**src/rtl/pwm_cap_core.sv**
```systemverilog
// -----------------------------------------------------------------------------
// pwm_cap_core
//
// PWM input capture. Measures the period and the high time of an external,
// asynchronous PWM waveform in prescaled ticks, and reports one result per
// completed period. It is the receive-side partner of the PWM generator and
// sits behind a register wrapper or feeds a control loop directly.
//
// Signal path:
//   pwm_i -> SYNC_STAGES-flop synchroniser -> [glitch filter] -> s_pwm
//   s_pwm plus a one-cycle-delayed copy give the rise / fall strobes.
//   A prescaler produces one tick per psc_i+1 clock cycles and restarts on
//   every detected rise, so measurements are phase-aligned to the waveform.
//   A 4-state FSM (IDLE, ARM, HIGH, LOW) turns edges and ticks into results.
//
// Build option:
//   PWM_CAP_FILTER_EN  when defined, s_pwm only follows the synchronised level
//                      after FLT_LEN consecutive identical samples (FLT_LEN>=2),
//                      so pulses shorter than FLT_LEN cycles are dropped and
//                      edge latency grows by FLT_LEN-1 cycles. When undefined,
//                      s_pwm is the last synchroniser stage.
//
// Parameters:
//   CNT_WIDTH    width of tick counter, psc_i, period_o, high_o
//   SYNC_STAGES  synchroniser depth (>= 2)
//   FLT_LEN      filter length in cycles (filter build only)
//
// Ports:
//   clk_i     in   1          single clock
//   rst_i     in   1          synchronous, active-high reset
//   en_i      in   1          capture enable; low forces IDLE and clears work regs
//   psc_i     in   CNT_WIDTH  prescaler: one tick per psc_i+1 cycles (read live,
//                             change only while en_i=0)
//   pwm_i     in   1          asynchronous PWM input
//   period_o  out  CNT_WIDTH  last captured period, in ticks
//   high_o    out  CNT_WIDTH  last captured high time, in ticks
//   valid_o   out  1          1-cycle pulse: period_o/high_o just updated
//   ovf_o     out  1          1-cycle pulse: measurement timed out
//   busy_o    out  1          FSM is in HIGH or LOW
// -----------------------------------------------------------------------------
module pwm_cap_core #(
   parameter int unsigned CNT_WIDTH   = 16,
   parameter int unsigned SYNC_STAGES = 2,
   parameter int unsigned FLT_LEN     = 3
) (
   input  logic                 clk_i,
   input  logic                 rst_i,
   input  logic                 en_i,
   input  logic [CNT_WIDTH-1:0] psc_i,
   input  logic                 pwm_i,
   output logic [CNT_WIDTH-1:0] period_o,
   output logic [CNT_WIDTH-1:0] high_o,
   output logic                 valid_o,
   output logic                 ovf_o,
   output logic                 busy_o
);

   typedef enum logic [1:0] {
      ST_IDLE = 2'd0,
      ST_ARM  = 2'd1,
      ST_HIGH = 2'd2,
      ST_LOW  = 2'd3
   } state_t;

   localparam logic [CNT_WIDTH-1:0] CNT_ZERO = '0;
   localparam logic [CNT_WIDTH-1:0] CNT_ONE  = CNT_WIDTH'(1);
   localparam logic [CNT_WIDTH-1:0] CNT_MAX  = '1;

   // ---------------------------------------------------------------------------
   // Synchroniser
   // ---------------------------------------------------------------------------
   logic [SYNC_STAGES-1:0] sync_q, sync_d;
   logic                   sync_lvl;
   logic                   s_pwm;

   assign sync_lvl = sync_q[SYNC_STAGES-1];

   // ---------------------------------------------------------------------------
   // Optional glitch filter
   // ---------------------------------------------------------------------------
`ifdef PWM_CAP_FILTER_EN
   // flt_win holds the current synced sample in bit 0 and the FLT_LEN-1
   // previous ones above it; the filtered level only moves when all agree.
   logic [FLT_LEN-2:0] flt_hist_q, flt_hist_d;
   logic               flt_q, flt_d;
   logic [FLT_LEN-1:0] flt_win;
   logic               flt_stable;

   always_comb begin
      flt_win    = {flt_hist_q, sync_lvl};
      flt_stable = (&flt_win) | ~(|flt_win);
      s_pwm      = flt_stable ? sync_lvl : flt_q;
      flt_d      = s_pwm;
      flt_hist_d = flt_win[FLT_LEN-2:0];
   end

   always_ff @(posedge clk_i) begin
      if (rst_i) begin
         flt_hist_q <= '0;
         flt_q      <= 1'b0;
      end else begin
         flt_hist_q <= flt_hist_d;
         flt_q      <= flt_d;
      end
   end
`else
   // Unfiltered build: the synchroniser output is used directly. FLT_LEN has
   // no effect here; both branches are identical.
   if (FLT_LEN > 0) begin : g_direct
      assign s_pwm = sync_lvl;
   end else begin : g_direct_len0
      assign s_pwm = sync_lvl;
   end
`endif

   // ---------------------------------------------------------------------------
   // Edge detect, prescaler, tick counter, FSM
   // ---------------------------------------------------------------------------
   logic                 pwm_prev_q, pwm_prev_d;
   logic                 rise, fall;
   logic [CNT_WIDTH-1:0] psc_cnt_q, psc_cnt_d;
   logic                 tick;
   logic [CNT_WIDTH-1:0] cnt_q, cnt_d;
   logic [CNT_WIDTH-1:0] cap;
   logic                 timeout;
   logic [CNT_WIDTH-1:0] high_q, high_d;
   logic [CNT_WIDTH-1:0] period_out_q, period_out_d;
   logic [CNT_WIDTH-1:0] high_out_q, high_out_d;
   logic                 valid_q, valid_d;
   logic                 ovf_q, ovf_d;
   state_t               state_q, state_d;

   assign rise = s_pwm & ~pwm_prev_q;
   assign fall = ~s_pwm & pwm_prev_q;

   // The tick is evaluated on rise cycles too: it closes the period that just
   // ended (folded into cap) while the prescaler restarts for the next one.
   assign tick = (psc_cnt_q == psc_i);

   // Count including this cycle's tick, so edge captures never lose the tick
   // that coincides with the edge.
   assign cap = cnt_q + (tick ? CNT_ONE : CNT_ZERO);

   // A tick that would carry the counter past all-ones ends the measurement.
   assign timeout = tick && (cnt_q == CNT_MAX);

   always_comb begin
      // NOTE: every variable driven here gets a default first, so no path can
      // leave one unassigned and infer a latch.
      sync_d       = {sync_q[SYNC_STAGES-2:0], pwm_i};
      pwm_prev_d   = s_pwm;
      psc_cnt_d    = psc_cnt_q;
      state_d      = state_q;
      cnt_d        = cnt_q;
      high_d       = high_q;
      period_out_d = period_out_q;
      high_out_d   = high_out_q;
      valid_d      = 1'b0;
      ovf_d        = 1'b0;

      // Prescaler: restart on every rise so tick phase follows the waveform.
      if (!en_i) begin
         psc_cnt_d = CNT_ZERO;
      end else if (rise || tick) begin
         psc_cnt_d = CNT_ZERO;
      end else begin
         psc_cnt_d = psc_cnt_q + CNT_ONE;
      end

      if (!en_i) begin
         // Disable discards any partial measurement; published results hold.
         state_d = ST_IDLE;
         cnt_d   = CNT_ZERO;
         high_d  = CNT_ZERO;
      end else begin
         unique case (state_q)
            ST_IDLE: begin
               state_d = ST_ARM;
               cnt_d   = CNT_ZERO;
            end

            // The level present at enable is ignored; only a real rise starts
            // a measurement.
            ST_ARM: begin
               if (rise) begin
                  state_d = ST_HIGH;
                  cnt_d   = CNT_ZERO;
               end
            end

            // The counter runs on through the fall: period is rise to rise.
            ST_HIGH: begin
               if (fall) begin
                  high_d  = cap;
                  cnt_d   = cap;
                  state_d = ST_LOW;
               end else if (timeout) begin
                  ovf_d   = 1'b1;
                  state_d = ST_ARM;
                  cnt_d   = CNT_ZERO;
                  high_d  = CNT_ZERO;
               end else if (tick) begin
                  cnt_d = cnt_q + CNT_ONE;
               end
            end

            // A rise closes the period and opens the next one in the same cycle.
            ST_LOW: begin
               if (rise) begin
                  period_out_d = cap;
                  high_out_d   = high_q;
                  valid_d      = 1'b1;
                  cnt_d        = CNT_ZERO;
                  state_d      = ST_HIGH;
               end else if (timeout) begin
                  ovf_d   = 1'b1;
                  state_d = ST_ARM;
                  cnt_d   = CNT_ZERO;
                  high_d  = CNT_ZERO;
               end else if (tick) begin
                  cnt_d = cnt_q + CNT_ONE;
               end
            end

            default: begin
               state_d = ST_IDLE;
               cnt_d   = CNT_ZERO;
            end
         endcase
      end
   end

   // NOTE: state registers use non-blocking assignments only, so every flop
   // samples the values computed in the previous cycle regardless of order.
   always_ff @(posedge clk_i) begin
      if (rst_i) begin
         sync_q       <= '0;
         pwm_prev_q   <= 1'b0;
         psc_cnt_q    <= CNT_ZERO;
         state_q      <= ST_IDLE;
         cnt_q        <= CNT_ZERO;
         high_q       <= CNT_ZERO;
         period_out_q <= CNT_ZERO;
         high_out_q   <= CNT_ZERO;
         valid_q      <= 1'b0;
         ovf_q        <= 1'b0;
      end else begin
         sync_q       <= sync_d;
         pwm_prev_q   <= pwm_prev_d;
         psc_cnt_q    <= psc_cnt_d;
         state_q      <= state_d;
         cnt_q        <= cnt_d;
         high_q       <= high_d;
         period_out_q <= period_out_d;
         high_out_q   <= high_out_d;
         valid_q      <= valid_d;
         ovf_q        <= ovf_d;
      end
   end

   assign period_o = period_out_q;
   assign high_o   = high_out_q;
   assign valid_o  = valid_q;
   assign ovf_o    = ovf_q;
   assign busy_o   = (state_q == ST_HIGH) || (state_q == ST_LOW);

endmodule

```
**config.mk**
```make
export PLATFORM = sky130hd
export DESIGN_NAME = pwm_cap_core
export DESIGN_NICKNAME = d
export VERILOG_FILES = /design/src/rtl/pwm_cap_core.sv
export SDC_FILE = /design/constraint.sdc
export NUM_CORES = 1
export LEC_CHECK = 0
export BUFFER_PORTS_ARGS = -buffer_cell sky130_fd_sc_hd__buf_2
export CORE_UTILIZATION = 52
export DETAILED_ROUTE_END_ITERATION = 8
export PLACE_DENSITY = 0.83
export SYNTH_ARGS = -nofsm -noshare
export SYNTH_HDL_FRONTEND = slang
export SYNTH_SLANG_ARGS = --single-unit
```
**constraint.sdc**
```tcl
create_clock -name clk_i -period 2.7 [get_ports clk_i]
set_input_delay 0.27 -clock clk_i [delete_from_list [all_inputs] [get_ports clk_i]]
set_output_delay 0.27 -clock clk_i [all_outputs]
set_load 0.01 [all_outputs]
```
==> results of run 1 <==
-- routing by layer --
layer,track usage (%),wire (µm),up-vias
li1,-,-,1935
met1,34.0,4670,1879
met2,45.0,5230,153
met3,5.47,642,20
met4,10.8,223,0
met5,0,0,-
-- timing repair --
| action | 4_1_cts | 5_1_grt |
|---|---|---|
| setup buffers | 0 | 1 |
| resized for setup | 0 | 14 |
| endpoints found under the setup margin | 0 | 15 |
| hold endpoints to repair | 0 | 0 |
-- cell type report --
cell class	instances	area, µm²	area share, %
multi-input cells	376	2300	46.7
flip-flops and latches	87	1750	35.6
repair buffers	78	450	9.16
well taps	102	128	2.59
clock buffers	9	124	2.52
clock inverters	7	86.3	1.75
inverters	22	82.6	1.68
-- registers in the layout, summed over array words and instances, names as in the netlist --
| register | flops |
|---|---|
| high_q | 16 |
| high_o | 16 |
| ovf_o | 1 |
| valid_o | 1 |
| sync_q | 2 |
| cnt_q | 16 |
| period_o | 16 |
| pwm_prev_q | 1 |
| psc_cnt_q | 16 |
| state_q | 2 |
-- final timing paths --
check                from            to  slack, ps  depth (start not counted)
max          psc_cnt_q[0]  period_o[15]        170                         10
min                 pwm_i     sync_q[0]        110                          2
max reg2reg  psc_cnt_q[0]  period_o[15]        170                         10
min reg2reg     sync_q[0]     sync_q[1]        450                          1
-- worst reg2reg max path: cells and delay by family (launching register included) --
family	cells	cell delay, ps
fa+ha+maj	1	240
simple gates	7	1400
flops	1	330
xor+xnor	2	510
-- logic make-up (layout without fill, tap and decap cells) --
group | Yosys count | after routing
flip-flops | 87 | 87
AND/OR/NAND/NOR | 205 | 205
adder cells (fa/ha/maj) | 4 | 4
XOR/XNOR | 44 | 44
AO/OA/AOI/OAI | 123 | 123
buffers and inverters | 58 | 116
-- cell usage in the layout, fill, tap and decap left out, types with 6 or more instances in the layout --
| cell | count |
|---|---|
| xor2_1 | 18 |
| a21oi_1 | 41 |
| nand4_1 | 17 |
| nor2_1 | 44 |
| dfxtp_2 | 6 |
| a31oi_1 | 6 |
| o32a_1 | 7 |
| o21ai_0 | 28 |
| a211oi_1 | 12 |
| buf_4 | 24 |
| clkbuf_8 | 9 |
| dfxtp_1 | 81 |
| buf_2 | 54 |
| and3_1 | 11 |
| nand3_1 | 18 |
| xnor2_1 | 25 |
| nand2_1 | 70 |
| inv_1 | 21 |
-- metrics by stage --
step                      power (W)  setup WS (ps)  cell area (µm²)  utilization, %
after floorplan             0.00137           11.4             4230               -
after global routing        0.00242           26.2             4920            63.0
after global placement      0.00140           98.0             4660            59.7
final                       0.00236            166             4920            63.0
after CTS                   0.00237           62.7             4870            62.4
after detailed placement    0.00140           34.0             4660            59.7
-- report_power, final --
group	total (W)	leakage (nW)	internal, W	switching (W)
Sequential	0.00129	0.705	0.00129	0.00000449
Combinational	0.0000827	1.06	0.0000340	0.0000486
Clock	0.000987	0.104	0.000449	0.000538
Total	0.00236	1.87	0.00177	0.000591
==> metrics, run 1 <==
outcome=finished, final reports clean; Post-Route WL=10.8 mm; max_cap viols=0; global route total overflow=0; clk slew on worst S/H paths=~100 ps; Pwr Density=about 480 nW/µm²; TritonCTS clock tree=done; pins over their slew limit=0; Critical-path top delay cell=dfxtp_1; drt via density=5.85; Syn Area/Cell=between 8 and 9 µm²; initial core utilization=approximately 54%; cts bufs inserted=9; crit-path max cell delay=~330 ps; Synth Warn #=0; async set-reset flop share out of synthesis=0%; Setup TNS=0 ps; worst slew pin tran=739 ps; EDFF count, synth=0; Fin. Hold Viols=0; DP Wirelength=between 7 and 8 mm; Routed Antenna Nets=0; Synth area leader=dfxtp_1; vias in the first global route=~3800; port bufs=54; Die Y=92.1 µm; Hold Crit Class=in -> reg; crit-path cells=xnor2_1 > nand4_1 > nor4_4 > ha_2 > nand3_2 > nor3_4 > and4_1 > xor2_1 > nor2_1 > nor3_1; xor-xnor portion of the synthesized cell area=a little under a tenth; maximum root-to-sink buffer count=2; setup violators final=0; Netlist cell types=55; DRC=0; clock period minus worst slack=around 2500 ps; IO Pins=55; Cell Area, Synth=about 4200 µm²; Area growth, synth to finish=16.5%; type of the worst setup path=reg -> reg; Synth Area in Compound Gates=18.6%; drt initial violations=281; Row Count=32; RePlAce Congestion=between 0.9 and 1; Post-Syn Instances=521; RSZ-0062 raised after global routing=false; top_reg_cell synth=dfxtp_1; Peak VDD IR=a little over 0.0003 V; Yosys top cell area share=just over 40%; DR pass1 iterations=5; post-synthesis sequential area ratio=about two fifths; crit-path leading delay family=simple AND/OR/NAND/NOR gates; Buf/Inv on CP=0; Via Count=roughly 4000; Min Hold Slack=108 ps; die width=just over 90 µm; worst endpoint required time=about 3000 ps; largest family of logic cells by synthesized area=simple AND/OR/NAND/NOR gates; CP startpoint kind=flop; #FFs+latches synth=between 80 and 90; relative slew slack=50.8%; Fillers=slightly below 700; most numerous cell in the Yosys netlist=dfxtp_1; Worst Skew=between 10 and 15 ps; largest net degree at the start of global routing=42; crit path capture type=flop; final worst path period share=between 90% and 100%; Placed Cells=roughly 660; critical path data arrival time=roughly 2800 ps; GRT Total Usage=between 20% and 30%; Die ar.=8490 µm²; Final nets=598; mux share of post-synthesis cell area=0%; first-pass GRT wire length=between 15 and 20 mm; fin cells=~700; Skew-Pair Late Insertion Delay=~370 ps; simple-gate share of the synthesized area=24.3%; CP max FO=5; CTS Sinks=87; routed len/inst=around 16 µm; share of layout cells above drive strength 1=20.6%; FMAX=a little under 400 MHz; Hold Buf Count CTS=0; most frequent cells after synthesis=dfxtp_1, nand2_1, nor2_1; Ant. Diodes=0; Area contributors post-synth=dfxtp_1, nand2_1, xnor2_1; syn_nets=545; H-tree levels=3; Synth Area in Adders=1.18%; initial antenna violation count=0; Core Box Area=approximately 8000 µm²; leakage power=around 1.9 nW; root buffer cell=clkbuf_8
(Power assumes the default switching activity.)
==> run 2: changes to the inputs <==
==> constraint.sdc (replaced) <==
create_clock -name clk_i -period 2.7 [get_ports clk_i]
set_input_delay 0.135 -clock clk_i [delete_from_list [all_inputs] [get_ports clk_i]]
set_output_delay 0.135 -clock clk_i [all_outputs]
set_load 0.01 [all_outputs]
==> metrics, run 2 (synthesis gave the netlist of run 1 again) <==
global route total overflow=0; most common cell after layout, fill and taps aside=dfxtp_1; max_cap viols=0; routed len/inst=16.2 µm; final worst path period share=between 90 and 100%; most frequent cells in the layout=dfxtp_1, nand2_1, buf_2; FMAX=between 300 and 400 MHz; crit-path max cell delay=440 ps; clock period minus worst slack=approximately 2600 ps; CP max FO=5; leakage power=about 1.9 nW; Skew-Pair Late Insertion Delay=roughly 370 ps; Pwr Density=471 nW/µm²; sequential share of power=between 50 and 60%; RSZ-0062 raised after global routing=false; CTS Sinks=87; clk slew on worst S/H paths=approximately 90 ps; pins over their slew limit=0; first-pass GRT wire length=roughly 18 mm; Ant. Diodes=0; Post-Route WL=approximately 11 mm; Setup TNS=0 ps; Pint=0.00178 W; vias in the first global route=around 3800; CP startpoint kind=flop; met2 Usage GRT=a little under half; Via Count=slightly above 4000; Buf/Inv on CP=0; Row Count=32; Fillers=around 650; relative slew slack=51.7%; crit-path cells=xnor2_1 > nand4_1 > nor4_4 > ha_2 > ha_1 > and3_2 > nand3_4 > nor2_4 > xnor2_1 > o32ai_1 > o21bai_1; crit-path leading delay family=simple AND/OR/NAND/NOR gates; Area growth, synth to finish=17.0%; largest net degree at the start of global routing=42; Core Box Area=around 8000 µm²; share of layout cells above drive strength 1=between 20% and 30%; Peak VDD IR=around 0.00033 V; sw power=about 0.00055 W; Die Y=approximately 92 µm; cell repeated most along the worst path=xnor2_1; worst endpoint required time=2950 ps; maximum root-to-sink buffer count=2; root buffer cell=clkbuf_8; DP Wirelength=roughly 7.7 mm; drt initial violations=about 340; IO Pins=55; Comb power frac=between 3 and 4%; initial antenna violation count=0; critical path data arrival time=2800 ps; DR pass1 iterations=7; Net Sw Frac=23.6%; setup violators final=0; Worst Skew=approximately 11 ps; Final nets=roughly 600; type of the worst setup path=reg -> reg; Fin. Hold Viols=0; Min Hold Slack=270 ps; die width=a little over 90 µm; H-tree levels=3; crit path capture type=flop; drt via density=approximately 6.0; DRC=0; Routed Antenna Nets=0; GR Util met1=between 30% and 40%; clock share of power=41.0%; worst slew pin tran=slightly above 700 ps; Critical-path top delay cell=dfxtp_1; grt peak-use layer=met2; port bufs=54; met3 Use GR=under 10%; cts bufs inserted=9; initial core utilization=around 54%; outcome=finished, final reports clean; TritonCTS clock tree=done; RePlAce Congestion=about 0.95; Hold Crit Class=in -> reg; Die ar.=between 8000 and 9000 µm²; GRT Total Usage=27.1%
## run 2: cell types whose count changed in the layout (fill, tap and decap cells not counted), moves of 2 or more
cell     before  now
dfxtp_1      81   77
buf_4        24   21
nand3_4       0    2
nand3_2       3    1
dfxtp_2       6   10
inv_8         2    0
xor2_2        0    2
xor2_1       18   16
## run 2: worst min-delay path, cell delays in order
cell and delay [ps]:
buf_2 100, buf_4 230, nor2b_1 130
## run 2: power groups by stage
| stage | registers, W | logic (W) | clock network, W |
|---|---|---|---|
| 6_report | 0.00129 | 0.0000818 | 0.000954 |
| 5_1_grt | 0.00129 | 0.0000882 | 0.00102 |
| 4_1_cts | 0.00129 | 0.0000804 | 0.000968 |
| 3_5_place_dp | 0.00132 | 0.0000787 | 0 |
| 3_3_place_gp | 0.00132 | 0.0000758 | 0 |
| 2_1_floorplan | 0.00132 | 0.0000458 | 0 |
## run 2: layout make-up
class | count | area, µm² | share of cell area, %
clock buffers | 10 | 138 | 2.78
clock inverters | 6 | 67.6 | 1.37
inverters | 22 | 82.6 | 1.67
multi-input cells | 376 | 2340 | 47.3
flip-flops and latches | 87 | 1750 | 35.5
well taps | 102 | 128 | 2.58
repair buffers | 76 | 438 | 8.86
## run 2: what timing repair did
item | 4_1_cts | 5_1_grt
gates resized for setup | 0 | 24
endpoints found under the setup margin | 0 | 17
endpoints found under the hold margin | 1 | 0
hold buffers | 1 | 0
buffers inserted | 0 | 0
## run 2: final timing paths
| kind | from | cells past startpoint | slack [ps] | endpoint |
|---|---|---|---|---|
| setup reg to reg | psc_cnt_q[13] | 11 | 150 | high_q[10] |
| hold / removal | rst_i | 3 | 270 | pwm_prev_q |
| setup / recovery | psc_cnt_q[13] | 11 | 150 | high_q[10] |
| hold reg to reg | high_o[11] | 2 | 450 | high_o[11] |
## run 2: stage by stage
step | setup slack (ps) | instance area (µm²) | instances | utilization [%] | power, W
2_1_floorplan | 11.4 | 4230 | 521 | - | 0.00137
3_3_place_gp | 183 | 4640 | 662 | 59.5 | 0.00140
3_5_place_dp | 106 | 4640 | 662 | 59.5 | 0.00140
4_1_cts | 55.5 | 4860 | 679 | 62.2 | 0.00234
5_1_grt | 10.0 | 4940 | 679 | 63.3 | 0.00240
6_report | 148 | 4940 | 679 | 63.3 | 0.00233
## run 2: per-layer routing
layer / vias to the layer above / part of all wire (%)
met5: - / 0
met4: 0 / 3.3
met3: 39 / 6.6
met2: 161 / 47
met1: 1918 / 43
li1: 1939 / -
==> run 3: changes to the inputs <==
--- a/config.mk
+++ b/config.mk
@@ -6,7 +6,7 @@
 export NUM_CORES = 1
 export LEC_CHECK = 0
 export BUFFER_PORTS_ARGS = -buffer_cell sky130_fd_sc_hd__buf_2
-export CORE_UTILIZATION = 52
+export CORE_UTILIZATION = 55
 export DETAILED_ROUTE_END_ITERATION = 8
 export PLACE_DENSITY = 0.83
 export SYNTH_ARGS = -nofsm -noshare
==> constraint.sdc (replaced) <==
create_clock -name clk_i -period 2.8 [get_ports clk_i]
set_input_delay 0.14 -clock clk_i [delete_from_list [all_inputs] [get_ports clk_i]]
set_output_delay 0.14 -clock clk_i [all_outputs]
set_load 0.01 [all_outputs]
==> metrics, run 3 (synthesis gave the netlist of run 1 again) <==
outcome=finished, final reports clean; most common cell after layout, fill and taps aside=dfxtp_1; Row Count=31; sw power=0.000543 W; Via Count=4048; FMAX=390 MHz; sequential share of power=between 50% and 60%; clk slew on worst S/H paths=roughly 90 ps; fin area=a little under 5000 µm²; root buffer cell=clkbuf_8; Hold Crit Class=in -> reg; Fin. Hold Viols=0; initial core utilization=between 50% and 60%; Setup TNS=0 ps; GRT Total Usage=approximately 28%; Die Y=around 90 µm; critical path data arrival time=roughly 2800 ps; Routed Antenna Nets=0; clock period minus worst slack=between 2000 and 3000 ps; largest net degree at the start of global routing=between 40 and 50; setup violators final=0; Final nets=about 590; CP startpoint kind=flop; setup repair bufs after CTS=0; worst endpoint required time=between 3000 and 4000 ps; DP Wirelength=~7.7 mm; CP max FO=6; CTS Sinks=87; initial antenna violation count=0; Post-Route WL=approximately 11 mm; Skew-Pair Late Insertion Delay=roughly 370 ps; Pint=0.00172 W; TritonCTS clock tree=done; area post-placement=about 4600 µm²; port bufs=54; Comb power frac=around 3.3%; die width=approximately 90 µm; Net Sw Frac=between 20% and 30%; crit path capture type=flop; final worst path period share=91.6%; maximum root-to-sink buffer count=2; Peak VDD IR=between 0.0003 and 0.0004 V; H-tree levels=3; worst slew pin tran=902 ps; DRC=0; pins over their slew limit=0; RePlAce Congestion=between 0.9 and 1; type of the worst setup path=reg -> reg; Die ar.=approximately 8000 µm²; Ant. Diodes=0; clock share of power=a little over two fifths; vias in the first global route=about 3700; cts bufs inserted=9; routed len/inst=~16 µm; relative slew slack=about 40%; Worst Skew=between 15 and 20 ps; share of layout cells above drive strength 1=18.7%; drt via density=roughly 6; Pwr Density=between 400 and 500 nW/µm²; leakage power=approximately 1.8 nW; Area growth, synth to finish=15.1%; global route total overflow=0; DR pass1 iterations=5; max_cap viols=0; most frequent cells in the layout=dfxtp_1, nand2_1, buf_2; first-pass GRT wire length=17.1 mm; IO Pins=55; drt initial violations=282; Core Box Area=7330 µm²; RSZ-0062 raised after global routing=false; reg2reg setup slack=about 230 ps
[run 3: cell count changes in the layout (fill, tap and decap cells not counted), sizes merged]
cell  change
buf       -4
[run 3: timing repair]
item / in CTS / in global routing
hold endpoints to repair: 1 / 0
hold buffers: 1 / 0
setup endpoints to repair: 0 / 17
gates resized for setup: 0 / 9
[run 3: critical path: stages (launching register included)]
cell and delay (ps):
dfxtp_1 420, xnor2_1 140, nand4_1 170, nor4_4 300
ha_1 220, ha_2 240, and3_1 230, nand3_2 160
nor2_2 150, xnor2_1 150, o32ai_1 90, o21bai_1 170
[run 3: final timing paths]
| path | startpoint | to | cells after the start |
|---|---|---|---|
| max | psc_cnt_q[10] | high_q[10] | 11 |
| min | rst_i | sync_q[0] | 3 |
| max reg2reg | psc_cnt_q[10] | high_q[10] | 11 |
| min reg2reg | sync_q[0] | sync_q[1] | 1 |
[run 3: power by group through the flow]
stage / clock network [W] / logic (W) / registers [W]
after floorplan: 0 / 0.0000442 / 0.00127
after global placement: 0 / 0.0000710 / 0.00127
after detailed placement: 0 / 0.0000735 / 0.00127
after CTS: 0.000953 / 0.0000746 / 0.00125
after global routing: 0.000998 / 0.0000819 / 0.00125
final: 0.000943 / 0.0000751 / 0.00125
[run 3: metrics by stage]
| stage | std cells | util [%] | hold slack [ps] | setup slack, ps | power, W |
|---|---|---|---|---|---|
| after floorplan | 521 | - | 268 | 11.0 | 0.00132 |
| after global placement | 655 | 62.8 | 352 | 221 | 0.00134 |
| after detailed placement | 655 | 62.8 | 357 | 125 | 0.00135 |
| after CTS | 672 | 65.8 | 286 | 103 | 0.00227 |
| after global routing | 672 | 66.3 | 316 | 29.3 | 0.00233 |
| final | 672 | 66.3 | 282 | 234 | 0.00226 |
[run 3: layout make-up]
| type | instances | area [µm²] |
|---|---|---|
| clock buffer | 10 | 138 |
| clock inverter | 6 | 76.3 |
| fill | 596 | 2470 |
| inverter | 22 | 82.6 |
| multi-input combinational | 376 | 2290 |
| sequential | 87 | 1740 |
| tap | 99 | 124 |
| timing repair buffer | 72 | 408 |
[run 3: layer usage]
layer	track usage (%)	wire length [µm]	vias to the layer above
met2	45.1	5130	192
met5	0	0	-
met1	35.9	4620	1894
met4	13.6	383	0
li1	-	-	1919
met3	5.58	733	43
